**src/rtl/stdp_pkg.sv**
```systemverilog
// Shared defaults and types for the STDP update scheduler.
package stdp_pkg;

    localparam int N_PRE_D  = 5;
    localparam int TW_D     = 8;
    localparam int WINDOW_D = 20;
    localparam int IW_D     = $clog2(N_PRE_D);

    typedef enum logic {
        IDLE  = 1'b0,
        ISSUE = 1'b1
    } state_e;

    typedef struct packed {
        logic [IW_D-1:0] idx;
        logic            ltp;
        logic [TW_D-1:0] dt;
    } upd_cmd_t;

endpackage

```
**src/rtl/stdp_rr_pick.sv**
```systemverilog
// Round-robin selector: first set request strictly after the pointer, wrapping back to it.
module stdp_rr_pick #(
    parameter int N_PRE = 5,
    parameter int IW    = $clog2(N_PRE)
) (
    input  logic [N_PRE-1:0] i_req,
    input  logic [IW-1:0]    i_ptr,
    output logic             o_found,
    output logic [IW-1:0]    o_idx
);

    // NOTE: every output gets a default before the loops, so no latch can be inferred.
    always_comb begin
        o_found = 1'b0;
        o_idx   = '0;
        for (int i = 0; i < N_PRE; i++) begin
            if (!o_found && i_req[i] && (i > int'(i_ptr))) begin
                o_found = 1'b1;
                o_idx   = IW'(i);
            end
        end
        // Second pass wraps around, ending at the pointer itself.
        for (int i = 0; i < N_PRE; i++) begin
            if (!o_found && i_req[i] && (i <= int'(i_ptr))) begin
                o_found = 1'b1;
                o_idx   = IW'(i);
            end
        end
    end

endmodule

```
**src/rtl/stdp_update_sched.sv**
```systemverilog
// STDP update scheduler: spike-age timers, per-synapse pending LTP/LTD slots and a
// round-robin valid/ready command port towards a shared weight-update unit.
module stdp_update_sched
    import stdp_pkg::*;
#(
    parameter int N_PRE  = N_PRE_D,
    parameter int TW     = TW_D,
    parameter int WINDOW = WINDOW_D,
    parameter int IW     = $clog2(N_PRE)
) (
    input  logic             clk,
    input  logic             rst_n,
    input  logic [N_PRE-1:0] pre_spike,
    input  logic             post_spike,
    input  logic             enable,
    output logic             upd_valid,
    input  logic             upd_ready,
    output logic [IW-1:0]    upd_idx,
    output logic             upd_ltp,
    output logic [TW-1:0]    upd_dt,
    output logic [N_PRE-1:0] pending,
    output logic [7:0]       drop_cnt,
    output logic             busy
);

    localparam logic [TW-1:0] T_MAX = '1;
    localparam logic [TW-1:0] W_LIM = TW'(WINDOW);

    logic [TW-1:0]    r_pre_t [N_PRE];
    logic [TW-1:0]    r_post_t;
    logic [N_PRE-1:0] r_pending;
    logic [N_PRE-1:0] r_slot_ltp;
    logic [TW-1:0]    r_slot_dt [N_PRE];
    logic [IW-1:0]    r_ptr;
    logic [7:0]       r_drop_cnt;
    upd_cmd_t         r_cmd;
    state_e           r_state;
    state_e           w_state_nxt;

    logic [N_PRE-1:0] w_ev;
    logic [N_PRE-1:0] w_ev_ltp;
    logic [TW-1:0]    w_ev_dt [N_PRE];
    logic [N_PRE-1:0] w_drop;
    logic [8:0]       w_drop_tot;
    logic             w_found;
    logic [IW-1:0]    w_pick;
    logic             w_load;

    always_ff @(posedge clk or negedge rst_n) begin
        if (!rst_n) begin
            for (int i = 0; i < N_PRE; i++) r_pre_t[i] <= T_MAX;
            r_post_t <= T_MAX;
        end else begin
            for (int i = 0; i < N_PRE; i++) begin
                if (pre_spike[i])            r_pre_t[i] <= '0;
                else if (r_pre_t[i] != T_MAX) r_pre_t[i] <= r_pre_t[i] + TW'(1);
            end
            if (post_spike)             r_post_t <= '0;
            else if (r_post_t != T_MAX) r_post_t <= r_post_t + TW'(1);
        end
    end

    // A coincident pre/post spike resolves to LTP with dt = 0.
    always_comb begin
        for (int i = 0; i < N_PRE; i++) begin
            w_ev[i]     = 1'b0;
            w_ev_ltp[i] = 1'b0;
            w_ev_dt[i]  = '0;
            if (post_spike && pre_spike[i]) begin
                w_ev[i]     = 1'b1;
                w_ev_ltp[i] = 1'b1;
            end else if (post_spike && (r_pre_t[i] < W_LIM)) begin
                w_ev[i]     = 1'b1;
                w_ev_ltp[i] = 1'b1;
                w_ev_dt[i]  = r_pre_t[i] + TW'(1);
            end else if (pre_spike[i] && !post_spike && (r_post_t < W_LIM)) begin
                w_ev[i]     = 1'b1;
                w_ev_dt[i]  = r_post_t + TW'(1);
            end
        end
    end

    stdp_rr_pick #(.N_PRE(N_PRE), .IW(IW)) u_pick (
        .i_req   (r_pending),
        .i_ptr   (r_ptr),
        .o_found (w_found),
        .o_idx   (w_pick)
    );

    assign w_load = enable && w_found && ((r_state == IDLE) || upd_ready);

    // A slot moving into the output register this cycle is free, so refilling it is not a drop.
    always_comb begin
        w_drop_tot = {1'b0, r_drop_cnt};
        for (int i = 0; i < N_PRE; i++) begin
            w_drop[i]  = w_ev[i] && r_pending[i] && !(w_load && (w_pick == IW'(i)));
            w_drop_tot = w_drop_tot + 9'(w_drop[i]);
        end
    end

    always_ff @(posedge clk or negedge rst_n) begin
        if (!rst_n) begin
            r_pending  <= '0;
            r_drop_cnt <= '0;
        end else begin
            for (int i = 0; i < N_PRE; i++) begin
                if (w_ev[i])                              r_pending[i] <= 1'b1;
                else if (w_load && (w_pick == IW'(i)))    r_pending[i] <= 1'b0;
            end
            r_drop_cnt <= (w_drop_tot > 9'd255) ? 8'hFF : w_drop_tot[7:0];
        end
    end

    // NOTE: slot payload is left unreset; it is only read while its pending bit is set.
    always_ff @(posedge clk) begin
        for (int i = 0; i < N_PRE; i++) begin
            if (w_ev[i]) begin
                r_slot_ltp[i] <= w_ev_ltp[i];
                r_slot_dt[i]  <= w_ev_dt[i];
            end
        end
    end

    always_ff @(posedge clk or negedge rst_n) begin
        if (!rst_n) begin
            r_state <= IDLE;
            r_ptr   <= IW'(N_PRE - 1);
            r_cmd   <= '0;
        end else begin
            r_state <= w_state_nxt;
            if (w_load) begin
                r_ptr     <= w_pick;
                r_cmd.idx <= w_pick;
                r_cmd.ltp <= r_slot_ltp[w_pick];
                r_cmd.dt  <= r_slot_dt[w_pick];
            end
        end
    end

    always_comb begin
        w_state_nxt = r_state;
        case (r_state)
            IDLE:    if (w_load) w_state_nxt = ISSUE;
            ISSUE:   if (upd_ready && !w_load) w_state_nxt = IDLE;
            default: w_state_nxt = IDLE;
        endcase
    end

    always_comb begin
        upd_valid = (r_state == ISSUE);
        busy      = (r_state == ISSUE);
        upd_idx   = r_cmd.idx;
        upd_ltp   = r_cmd.ltp;
        upd_dt    = r_cmd.dt;
        pending   = r_pending;
        drop_cnt  = r_drop_cnt;
    end

endmodule

```
**config.mk**
```make
export PLATFORM = sky130hd
export DESIGN_NAME = stdp_update_sched
export DESIGN_NICKNAME = d
export VERILOG_FILES = /design/src/rtl/stdp_pkg.sv /design/src/rtl/stdp_rr_pick.sv /design/src/rtl/stdp_update_sched.sv
export SDC_FILE = /design/constraint.sdc
export NUM_CORES = 1
export LEC_CHECK = 0
export ABC_AREA = 1
export CAP_MARGIN = 5
export CORE_ASPECT_RATIO = 0.8
export CORE_UTILIZATION = 55
export CTS_CLUSTER_SIZE = 24
export DETAILED_ROUTE_END_ITERATION = 16
export DONT_BUFFER_PORTS = 1
export PLACE_DENSITY = 0.69
export SYNTH_ARGS = -nofsm -noshare
export SYNTH_HDL_FRONTEND = slang
export SYNTH_HIERARCHICAL = 1
export SYNTH_SLANG_ARGS = --single-unit
```
**constraint.sdc**
```tcl
create_clock -name clk -period 9.4 [get_ports clk]
set_clock_uncertainty 0.05 [all_clocks]
set_input_delay 2.35 -clock clk [delete_from_list [all_inputs] [get_ports clk]]
set_output_delay 2.35 -clock clk [all_outputs]
set_load 0.005 [all_outputs]
```
==> results of run 1 <==
-- sequential cells by signal (all words and copies together) (netlist names), 3 cells and up --
| name | count |
|---|---|
| r_post_t | 8 |
| r_ptr | 3 |
| pending | 5 |
| r_slot_dt | 40 |
| upd_dt | 8 |
| r_slot_ltp | 5 |
| r_pre_t | 40 |
| drop_cnt | 8 |
-- where the power goes --
group	total (W)	internal (W)	switching [W]
Clock	0.000613	0.000390	0.000223
Combinational	0.000560	0.000200	0.000360
Sequential	0.000687	0.000628	0.0000592
-- tightest hold or removal path, cell delays in order, from the launching register on --
cell and delay (ns):
dfstp_2 0.38, nand2_1 0.06, nand2_1 0.05
-- stage by stage --
| step | cells | area (sq um) |
|---|---|---|
| 2_1_floorplan | 817 | 6670 |
| 3_3_place_gp | 949 | 6740 |
| 3_5_place_dp | 949 | 6740 |
| 4_1_cts | 981 | 7290 |
| 5_1_grt | 981 | 7290 |
| 6_report | 981 | 7290 |
-- kinds of logic (layout without fill, tap and decap cells) --
kind of cell,after synthesis,count (layout),synth area share [%]
compound gates,83,83,6.92
xor+xnor,6,6,0.794
fa+ha+maj,13,13,2.80
buf+inv,134,150,8.51
flops,120,120,49.7
other cells,1,15,0.0567
simple gates,446,446,31.2
-- layout by cell type (no fill, tap or decap), drive strengths merged --
| cell type | instances |
|---|---|
| o21ai | 30 |
| xor2 | 5 |
| ha | 10 |
| fa | 3 |
| nor2 | 66 |
| conb | 15 |
| edfxtp | 45 |
| bufinv | 2 |
| clkinv | 9 |
| nand3 | 106 |
| a21oi | 35 |
| xnor2 | 1 |
| o211ai | 13 |
| clkbuf | 20 |
| dfrtp | 26 |
| dfstp | 49 |
| clkinvlp | 1 |
| nand2b | 1 |
| nor3 | 11 |
| a31oi | 5 |
| nand4 | 21 |
| nand3b | 1 |
| nand2 | 224 |
| inv | 118 |
| or2 | 16 |
-- per-layer routing --
| layer | vias up | share of wire, % | global-route usage [%] |
|---|---|---|---|
| met3 | 13 | 5.3 | 5.76 |
| met5 | - | 0 | 0 |
| met4 | 0 | 0.81 | 7.32 |
| met2 | 161 | 48 | 40.5 |
| met1 | 2550 | 46 | 34.3 |
| li1 | 2641 | - | - |
-- area by class of cell --
class,instances,area [sq um],area share (%)
Multi-Input combinational cell,563,2820,38.6
Clock inverter,12,109,1.49
Tap cell,148,185,2.54
Inverter,118,445,6.11
Clock buffer,20,447,6.13
Sequential cell,120,3290,45.1
-- worst min path at each step --
stage                      from     endpoint  slack [ns]  cells after the start
detailed placement   r_pre_t[1]   r_pre_t[1]        0.43                      2
global placement     r_pre_t[1]   r_pre_t[1]        0.42                      2
global route        r_post_t[1]  r_post_t[1]        0.47                      2
finish               r_pre_t[0]   r_pre_t[0]        0.44                      2
floorplan            r_pre_t[1]   r_pre_t[1]        0.40                      2
CTS                  r_pre_t[1]   r_pre_t[1]        0.44                      2
==> impl_metrics.yaml, run 1 <==
detailed_routing:
  routed_wl_microns: 14800
  wl_per_cell_microns: 15.1
  remaining_drc_errors: 0
  drt_iter0_drc: 413
  postRouteAntennaNets: 0
  drt-pass1-iter-count: 6
  viasPerCell: 5.47
  vias: 5365
cts:
  numCtsBuffers: 17
  cts-hold-fix-buffers: 0
  clockBufferDepth: 2
  clock-sinks: 120
  cts_tree: "done"
  clk_pin_slew_ns: 0.05
  cts_resized: 0
  cts_root_buf: "clkbuf_16"
  htree_levels: 4
  clk_latency_ns: 0.42
  post_cts_buffers: 0
sta:
  fmax_mhz: 181
  grt_setup_unrepaired: "false"
  hold_viol_final: 0
  worst_slack_ns: 3.87
  maxSlewHeadroom_pct: 29.0
  min_period_over_period_pct: 58.8
  slew_viol_final: 0
  setup_viol: 0
  fin_tns_setup_ns: 0
  layout_min_cycle_time_ns: 5.53
  whs_ns: 0.438
  tightest_slew_ns: 1.06
synthesis:
  synth_cell_types: 39
  synth-edff-count: 45
  synth_most_common_cell: "nand2_1"
  synth.avg_cell_area_sq_um: 8.24
  synth_seq_cells: 120
  yosys.area.top_type: "edfxtp_1"
  synth_commonest_cells: "219 x nand2_1, 110 x inv_1, 105 x nand3_1"
  synthArstFlopShare_pct: 62.5
  synthesis.area_sq_mm: 0.00662
  syn_inst: 803
  ys_seq_area_share_pct: 49.7
  yosysTopAreaCellShare_pct: 20.4
  yosysWarnings: 6
  yosys-top-cells-area: "edfxtp_1 20%, dfstp_2 19%, nand2_1 12%"
  synth_ff_type: "dfstp_2"
placement:
  dpl.hpwl_microns: 10600
  gp_congestion: 0.879
  place_ws_ns: 3.47
  port_buffers: 0
floorplanning:
  pin_count: 37
  fp.dieH_microns: 100
  die_width_microns: 125
  std_cell_rows: 35
  die-area_sq_mm: 0.0125
  core_region_area_sq_mm: 0.0116
  start_util_pct: 57.0
power:
  total_power_w: 0.00186
  ir_drop_mv: 0.143
  p_per_area_mw_per_mm2: 255
  power_leakage_nw: 3.42
critical_path:
  critPathSlowestCell: "fa_1"
  cp_top_family: "adder cells"
  arrival_ns: 5.75
  worst-setup-path-type: "in -> reg"
  required_ns: 9.61
  rrSetupSlack_ns: 3.98
  critPathLaunchType: "primary input"
  crit_end: "drop_cnt[6]"
  r2r_cells: 22
  end_kind: "register"
  crit_top_cell: "nand2_1"
  path_depth: 17
  timing.rr.end: "drop_cnt[6]"
  r2r-start: "r_ptr[1]"
  slowest_delay_ns: 0.51
  crit_chain: "nand2_1 > inv_1 > nand2_2 > inv_1 > nand2_1 > o21ai_1 > nor2_1 > fa_1 > fa_1 > ha_1 > fa_1 > nand2_1 > nand2_1 > nand3_1 > nor2_1 > nand2_1 > o21ai_0"
  crit_path_max_fanout: 17
  critPathLaunch: "enable"
  cp.buffers_inverters: 2
cells_and_area:
  nFillCells: 983
  antenna_cells: 0
  area_growth_pct: 10.2
  postLayoutCoreUtil_pct: 62.8
  drive_gt1_share_pct: 15.4
  layout.nets: 843
global_routing:
  antenna_found_initial: 0
  grt_pass1_vias: 5228
  grt_max_degree: 76
  track_usage_pct: 25.2
  grt_overflow: 0
  grt_pass1_wl_microns: 24800
flow_run:
  cap_violations: 0
run_status:
  status: "complete, no violations"
min_path:
  hold_class: "reg -> reg"
Note: power is estimated with default switching activity, not from simulation.
==> run 2: changes to the inputs <==
--- a/config.mk
+++ b/config.mk
@@ -12,7 +12,7 @@
 export CTS_CLUSTER_SIZE = 24
 export DETAILED_ROUTE_END_ITERATION = 16
 export DONT_BUFFER_PORTS = 1
-export PLACE_DENSITY = 0.69
+export PLACE_DENSITY = 0.72
 export SYNTH_ARGS = -nofsm -noshare
 export SYNTH_HDL_FRONTEND = slang
 export SYNTH_HIERARCHICAL = 1
==> constraint.sdc (replaced) <==
create_clock -name clk -period 4.6 [get_ports clk]
set_clock_uncertainty 0.05 [all_clocks]
set_input_delay 1.15 -clock clk [delete_from_list [all_inputs] [get_ports clk]]
set_output_delay 1.15 -clock clk [all_outputs]
set_load 0.005 [all_outputs]
==> run 2 against run 1 <==
Cell area rose by 1.2%. First-iteration DRC count up 59%. Largest cell class unchanged. Worst setup slack got worse by 3.6 ns. Critical path depth is 6 higher. Cell count grew 0.61%. Global-route usage up 0.30 points. Worst hold slack got worse by 0.054 ns. Count of clock-buffer cells in the layout is 4 higher.
==> impl_metrics.yaml, run 2 (synthesized netlist as in run 1, its figures left out) <==
sta:
  setup_viol: 0
  layout_min_cycle_time_ns: 4.30
  fmax_mhz: 233
  hold_viol_final: 0
  worst_slack_ns: 0.300
  slew_viol_final: 0
  min_period_over_period_pct: 93.5
  grt_setup_unrepaired: "false"
  whs_ns: 0.385
  fin_tns_setup_ns: 0
cts:
  cts-hold-fix-buffers: 0
  clk_pin_slew_ns: 0.06
  cts_tree: "done"
  htree_levels: 4
  post_cts_buffers: 0
  clock-sinks: 120
  clockBufferDepth: 2
  numCtsBuffers: 17
  cts_root_buf: "clkbuf_16"
  clk_latency_ns: 0.41
floorplanning:
  fp.dieH_microns: 100
  pin_count: 37
  core_region_area_sq_mm: 0.0116
  die-area_sq_mm: 0.0125
  die_width_microns: 125
  std_cell_rows: 35
  start_util_pct: 57.0
placement:
  port_buffers: 0
  place_ws_ns: 0.206
  dpl.hpwl_microns: 10800
  gp_congestion: 0.884
critical_path:
  end_kind: "register"
  required_ns: 4.83
  crit_path_max_fanout: 29
  critPathLaunchType: "register"
  arrival_ns: 4.53
  worst-setup-path-type: "reg -> reg"
detailed_routing:
  drt_iter0_drc: 658
  routed_wl_microns: 15200
  wl_per_cell_microns: 15.4
  drt-pass1-iter-count: 6
  viasPerCell: 5.58
  remaining_drc_errors: 0
  vias: 5510
  postRouteAntennaNets: 0
cells_and_area:
  top_regs: "r_pre_t (40), r_slot_dt (40)"
  drive_gt1_share_pct: 16.1
  postLayoutCoreUtil_pct: 63.6
  layout.nets: 849
  area_growth_pct: 11.6
  final_common_cell: "nand2_1"
  antenna_cells: 0
  nFillCells: 953
  final_cell_mix: "218 x nand2_1, 110 x inv_1, 105 x nand3_1"
global_routing:
  grt_pass1_vias: 5133
  grt_max_degree: 76
  antenna_found_initial: 0
  track_usage_pct: 25.5
  grt_pass1_wl_microns: 24900
  grt_overflow: 0
min_path:
  hold_class: "in -> async"
power:
  p_per_area_mw_per_mm2: 531
  ir_drop_mv: 0.312
  power_leakage_nw: 3.46
run_status:
  status: "complete, no violations"
flow_run:
  cap_violations: 0
## run 2: final timing paths
check	from	endpoint	slack [ns]	cells past startpoint
max in group asynchronous	rst_n	r_pre_t[33]	3.91	0
hold reg to reg	r_pre_t[0]	r_pre_t[0]	0.44	2
min in group clk	r_pre_t[0]	r_pre_t[0]	0.44	2
setup / recovery	r_ptr[2]	drop_cnt[6]	0.30	23
setup reg to reg	r_ptr[2]	drop_cnt[6]	0.30	23
hold / removal	rst_n	upd_dt[3]	0.38	0
## run 2: area by class of cell
cell class | count | area (sq um) | share of cell area [%]
Clock buffer | 24 | 472 | 6.39
Multi-Input combinational cell | 563 | 2820 | 38.2
Inverter | 118 | 445 | 6.04
Timing Repair Buffer | 6 | 48.8 | 0.661
Sequential cell | 120 | 3290 | 44.6
Clock inverter | 8 | 121 | 1.64
Tap cell | 148 | 185 | 2.51
## run 2: critical path: stages (launching register included)
cell and delay [ns]:
dfstp_2 0.57, inv_2 0.05, nand3_1 0.11, nand2_2 0.07
inv_2 0.07, nand4_4 0.09, nor2_4 0.14, nand3_2 0.08
nand3_1 0.12, buf_6 0.22, inv_1 0.08, nand2_1 0.06
o21ai_1 0.09, nor2_1 0.15, fa_1 0.44, fa_1 0.44
ha_1 0.24, fa_1 0.41, nand2_1 0.11, nand2_1 0.09
nand3_1 0.13, nor2_1 0.08, nand2_2 0.13, o21ai_0 0.11
## run 2: metal layers
metal	wire [microns]	vias up	GRT usage, %
met5	0	-	0
met2	7080	204	40.7
met4	252	0	8.71
li1	-	2661	-
met3	916	24	5.97
met1	6950	2621	34.4
## run 2: where the power goes
part	switching (W)	internal, W	total [W]
clock network	0.000463	0.000879	0.00134
registers	0.000118	0.00128	0.00140
logic	0.000739	0.000440	0.00118
## run 2: through the flow
stage	instances	area (sq um)	total power, W
finish	987	7380	0.00392
floorplan	817	6670	0.00230
CTS	987	7370	0.00392
global route	987	7380	0.00417
detailed placement	955	6780	0.00257
global placement	955	6780	0.00253
## run 2: timing repair
| action | CTS | global route |
|---|---|---|
| gates resized for setup | 0 | 3 |
| hold endpoints to repair | 0 | 0 |
| endpoints found under the setup margin | 0 | 7 |
==> run 3: changes to the inputs <==
--- a/config.mk
+++ b/config.mk
@@ -6,7 +6,7 @@
 export NUM_CORES = 1
 export LEC_CHECK = 0
 export ABC_AREA = 1
-export CAP_MARGIN = 5
+export CAP_MARGIN = 20
 export CORE_ASPECT_RATIO = 0.8
 export CORE_UTILIZATION = 55
 export CTS_CLUSTER_SIZE = 24
==> results of run 3 <==
No change in the layout: final DEF, timing and power equal those of run 2.
